==> src/rtl/serial_shift_ctrl.sv <==
// serial_shift_ctrl
//
// Parallel-to-serial frame controller. A word offered on the s_valid/s_ready
// handshake is loaded into a shift register and sent out MSB first, one bit
// per clock, for an effective length of 1..N bits. After a completed frame
// the controller stays busy for GAP idle cycles before it accepts the next
// word. An abort ends a frame early and suppresses the done pulse.
//
// Handshake: a word is transferred in any cycle where s_valid and s_ready
// are both high at the rising edge of clk. s_ready is high only in IDLE with
// abort low, and it does not depend on s_valid. A word offered while the
// controller is busy stays pending until it is accepted.
//
// Parameters
//   N    word / shift register width (>= 2)
//   GAP  idle cycles after each completed frame (0..15)
//
// Ports
//   clk        clock; all state updates on its rising edge
//   resetn     synchronous active-low reset
//   s_valid    upstream word valid
//   s_ready    controller accepts a word this cycle
//   s_data     parallel word, sent MSB first
//   s_len      bits to send; 0 means N, values above N are clamped to N
//   abort      terminates the current frame (SHIFT or GAP)
//   ser_out    serial data bit (0 when ser_en is low)
//   ser_en     ser_out carries a valid bit
//   busy       high in SHIFT or GAP
//   done       one-cycle pulse after the last bit of a completed frame
//   dbg_state  current FSM state (0 IDLE, 1 SHIFT, 2 GAP)

module serial_shift_ctrl #(
  parameter int N   = 8,
  parameter int GAP = 1,
  localparam int CW = $clog2(N + 1)
) (
  input  logic          clk,
  input  logic          resetn,
  input  logic          s_valid,
  output logic          s_ready,
  input  logic [N-1:0]  s_data,
  input  logic [CW-1:0] s_len,
  input  logic          abort,
  output logic          ser_out,
  output logic          ser_en,
  output logic          busy,
  output logic          done,
  output logic [1:0]    dbg_state
);

  typedef enum logic [1:0] {
    ST_IDLE  = 2'd0,
    ST_SHIFT = 2'd1,
    ST_GAP   = 2'd2
  } state_t;

  state_t        r_state;
  state_t        w_next;
  logic [N-1:0]  r_sreg;
  logic [CW-1:0] r_cnt;
  logic [3:0]    r_gap;
  logic          r_done;

  logic          w_idle;
  logic          w_hs;
  logic          w_last;
  logic [CW-1:0] w_len_eff;

  assign w_idle = (r_state == ST_IDLE);
  assign w_hs   = s_valid && w_idle && !abort;

  // The cycle that drives the final bit of the frame.
  assign w_last = (r_state == ST_SHIFT) && (r_cnt == CW'(1));

  // Length 0 and anything larger than the register both mean a full word.
  always_comb begin
    w_len_eff = s_len;
    if ((s_len == '0) || (s_len > CW'(N))) begin
      w_len_eff = CW'(N);
    end
  end

  // State register plus datapath.
  always_ff @(posedge clk) begin
    if (!resetn) begin
      r_state <= ST_IDLE;
      r_sreg  <= '0;
      r_cnt   <= '0;
      r_gap   <= 4'd0;
      r_done  <= 1'b0;
    end else begin
      r_state <= w_next;
      // Only a frame that reaches its last bit without abort reports done.
      r_done  <= w_last && !abort;
      case (r_state)
        ST_IDLE: begin
          if (w_hs) begin
            r_sreg <= s_data;
            r_cnt  <= w_len_eff;
            r_gap  <= 4'd0;
          end
        end
        ST_SHIFT: begin
          if (abort) begin
            r_sreg <= '0;
            r_cnt  <= '0;
            r_gap  <= 4'd0;
          end else begin
            r_sreg <= {r_sreg[N-2:0], 1'b0};
            r_cnt  <= r_cnt - CW'(1);
            // The gap counter holds the number of GAP cycles left after
            // the current one, so it starts at GAP-1.
            if (w_last && (GAP > 0)) begin
              r_gap <= 4'(GAP - 1);
            end
          end
        end
        ST_GAP: begin
          if (abort) begin
            r_sreg <= '0;
            r_cnt  <= '0;
            r_gap  <= 4'd0;
          end else if (r_gap != 4'd0) begin
            r_gap <= r_gap - 4'd1;
          end
        end
        default: begin
          r_sreg <= '0;
          r_cnt  <= '0;
          r_gap  <= 4'd0;
        end
      endcase
    end
  end

  // Next-state logic.
  always_comb begin
    w_next = r_state;
    case (r_state)
      ST_IDLE: begin
        if (w_hs) begin
          w_next = ST_SHIFT;
        end
      end
      ST_SHIFT: begin
        if (abort) begin
          w_next = ST_IDLE;
        end else if (w_last) begin
          w_next = (GAP > 0) ? ST_GAP : ST_IDLE;
        end
      end
      ST_GAP: begin
        if (abort || (r_gap == 4'd0)) begin
          w_next = ST_IDLE;
        end
      end
      default: begin
        w_next = ST_IDLE;
      end
    endcase
  end

  // Outputs decoded from registered state (s_ready also honours abort).
  always_comb begin
    s_ready   = w_idle && !abort;
    ser_en    = (r_state == ST_SHIFT);
    ser_out   = (r_state == ST_SHIFT) && r_sreg[N-1];
    busy      = !w_idle;
    done      = r_done;
    dbg_state = r_state;
  end

endmodule

==> config.mk <==
export PLATFORM = sky130hd
export DESIGN_NAME = serial_shift_ctrl
export DESIGN_NICKNAME = d
export VERILOG_FILES = /design/src/rtl/serial_shift_ctrl.sv
export SDC_FILE = /design/constraint.sdc
export NUM_CORES = 1
export LEC_CHECK = 0
export BUFFER_PORTS_ARGS = -buffer_cell sky130_fd_sc_hd__buf_4
export CORE_MARGIN = 3
export CORE_UTILIZATION = 57
export CTS_CLUSTER_SIZE = 30
export DETAILED_ROUTE_END_ITERATION = 7
export PLACE_DENSITY = 0.83
export SLEW_MARGIN = 10
export SYNTH_ARGS = -nofsm -noshare
export SYNTH_HDL_FRONTEND = slang
export SYNTH_SLANG_ARGS = --single-unit
export TNS_END_PERCENT = 1
==> constraint.sdc <==
create_clock -name clk -period 3.1 [get_ports clk]
set_input_delay 0.31 -clock clk [delete_from_list [all_inputs] [get_ports clk]]
set_output_delay 0.31 -clock clk [all_outputs]
set_load 0.02 [all_outputs]
==> metrics.txt <==
status complete, no violations; post-synth top area share 34.86%; top cells by area, synth dfxtp_1, a22o_1, a22oi_1; reg2reg start dbg_state[0]; clock skew 0.01334 ns; utilization after layout 71.77%; Initial Util 61.84%; Avg Cell Area, Syn 9.168 µm²; Register-to-Register Path Depth 4; end of the worst hold path done; mux cell area share after synthesis 0%; Power Total 0.5910 mW; Leak 0.5178 nW; post-CTS setup buffers 0; Compound-Gate Fraction of Synth Area 30.05%; Crit Path Category reg2out; detailed router's first-iteration violation count 13; DRC 0; # diodes 0; sw frac 32.93%; pwr dens 466.8 mW/mm²; IO buf count 22; initial antenna violation count 0; Hold Crit Class in2reg; worst vdd ir 0.0003595 V; DIE HEIGHT 49.75 µm; Critical-path top delay cell dfxtp_1; largest family of logic cells by synthesized area compound AO/OA/AOI/OAI gates; synthesized area 0.001091 mm²; number of fill cells 157; Worst Min Path Start resetn; DRT antenna net count 0; total gr overflow 0; hold_buf cts 0; Synth Flop Type dfxtp_1; Synth Area in Simple Gates 22.48%; final setup fails 0; Post-synth EDFFs 0; Gate power share 29.5%; GRT Util Overall 19.59%; Final nets 159; # clock sinks 19; largest net degree at the start of global routing 18; reg-to-reg slack, setup 1.27 ns; FMAX 536.9 MHz; crit share post-route 60.08%; Top-Level Pins 23; CP Max Fanout 14; clock-pin slew on the worst setup and hold paths 0.10 ns; CORE AREA 0.001764 mm²; DP Wirelength 1.619 mm; crit-path max cell delay 0.66 ns; most frequent cell after synthesis dfxtp_1; Vias/cell 5.853; Post-Synthesis Cells 119; DIE WIDTH 49.75 µm; drt wl/cell 14.45 µm; warnings from Yosys 0; crit path DAT 1.55 ns; Post-Synth Adder-Cell Area 4.587%; post-CTS resize count 0; Slew HR 44.81%; CP startpoint dbg_state[1]; Post-Syn Nets 139; WL final 2.356 mm; first-pass GRT wire length 3.815 mm; Worst Tran Pin Value 0.8278 ns; Yosys reg bits 19; minimum clock period 1.862 ns; worst flop-to-flop path endpoint r_sreg[4]; GPL Wtd Cong 0.8236; layout cells sized above 1 26.09%; worst-case clock buffer depth 2; drt first pass iters 4; die area 0.002475 mm²; Synth area leader dfxtp_1; Post-Synth XOR/XNOR Area 0.8028%; Final Hold Viols 0; cells along the critical path nand2b_1, inv_1, and2_1, buf_4; clock buffer count from CTS 3; Switch Pwr 0.1947 mW; RSZ-0062 raised after global routing false; power share of the clock group 22.4%; synth unique cells 42; # rows 15; area grow syn2layout 16.05%; CP required 2.79 ns; Worst-Skew Late Latency 0.32 ns; Async SR Flop Fraction 0%; sequential area share after synthesis 34.86%; setup TNS 0 ns; CTS tree built; internal power 0.3964 mW; root buffer cell clkbuf_4; pins over their slew limit 0; Critical Path Source Type register; vias in the first global route 858; Hold Path Depth 3; max-cap viol count 0; DR vias 954; crit end category primary output; # H-tree levels 1; part of the power in registers 48.1%; synth cell count leaders dfxtp_1, nor2b_1, a22oi_1
[critical path, delay by kind of cell (launching register included)]
family	cells	cell delay, ns
buf+inv	2	0.22
simple gates	2	0.37
flops	1	0.66
[power by group through the flow]
stage | clock network [mW] | registers (mW) | logic [mW]
floorplan | 0 | 0.283 | 0.133
global placement | 0 | 0.288 | 0.166
detailed placement | 0 | 0.289 | 0.172
CTS | 0.131 | 0.284 | 0.173
global route | 0.140 | 0.287 | 0.191
finish | 0.132 | 0.285 | 0.174
[per-stage QoR]
stage | area [µm²] | hold slack, ns | std cells | worst slack [ns]
floorplan | 1091 | 0.4382 | 119 | 1.572
global placement | 1239 | 0.4634 | 159 | 1.362
detailed placement | 1239 | 0.4881 | 159 | 1.295
CTS | 1266 | 0.3174 | 163 | 1.264
global route | 1266 | 0.3263 | 163 | 1.070
finish | 1266 | 0.3170 | 163 | 1.238
[state kept, by name, indices dropped and copies added, names as in the netlist]
signal     count
dbg_state      2
r_sreg         8
r_cnt          4
r_gap          4
done           1
[layout by cell type (no fill, tap or decap), drive strengths merged, types with 2 or more instances in the layout]
master | netlist | final
o31ai | 2 | 2
or3b | 3 | 3
nor3 | 3 | 3
a21oi | 8 | 8
clkbuf | 1 | 3
ha | 4 | 4
a22oi | 10 | 10
nand2 | 3 | 3
inv | 8 | 8
nand2b | 2 | 2
a22o | 9 | 9
or3 | 3 | 3
o21ai | 5 | 5
or4 | 2 | 2
buf | 6 | 22
nor2 | 5 | 5
dfxtp | 19 | 19
nor2b | 12 | 12
[final cells by class]
type	count	area, µm²	area share, %
inverters	8	30.03	2.372
repair buffers	22	165.2	13.04
flip-flops and latches	19	380.4	30.04
clock inverters	1	5.005	0.3953
clock buffers	3	22.52	1.779
multi-input cells	85	631.9	49.90
well taps	25	31.28	2.470
[layer usage]
| layer | global-route usage [%] | wire length (µm) | up-vias |
|---|---|---|---|
| met3 | 3.927 | 91 | 5 |
| met4 | 6.912 | 36 | 0 |
| met2 | 32.38 | 1113 | 15 |
| li1 | - | - | 481 |
| met5 | 0 | 0 | - |
| met1 | 25.14 | 1115 | 453 |
[how the worst max path moves through the flow]
stage / end / slack (ns) / cells past startpoint
6_report: ser_out / 1.24 / 4
5_1_grt: r_sreg[4] / 1.07 / 4
4_1_cts: ser_out / 1.26 / 4
3_5_place_dp: r_sreg[4] / 1.29 / 4
3_3_place_gp: r_sreg[4] / 1.36 / 4
2_1_floorplan: r_gap[3] / 1.57 / 6
[logic make-up after synthesis]
| family | Yosys count |
|---|---|
| AND/OR/NAND/NOR | 38 |
| AO/OA/AOI/OAI | 42 |
| XOR/XNOR | 1 |
| adder cells (fa/ha/maj) | 4 |
| flip-flops | 19 |
| buffers and inverters | 15 |
No activity file was read; power rests on OpenSTA's default activity.
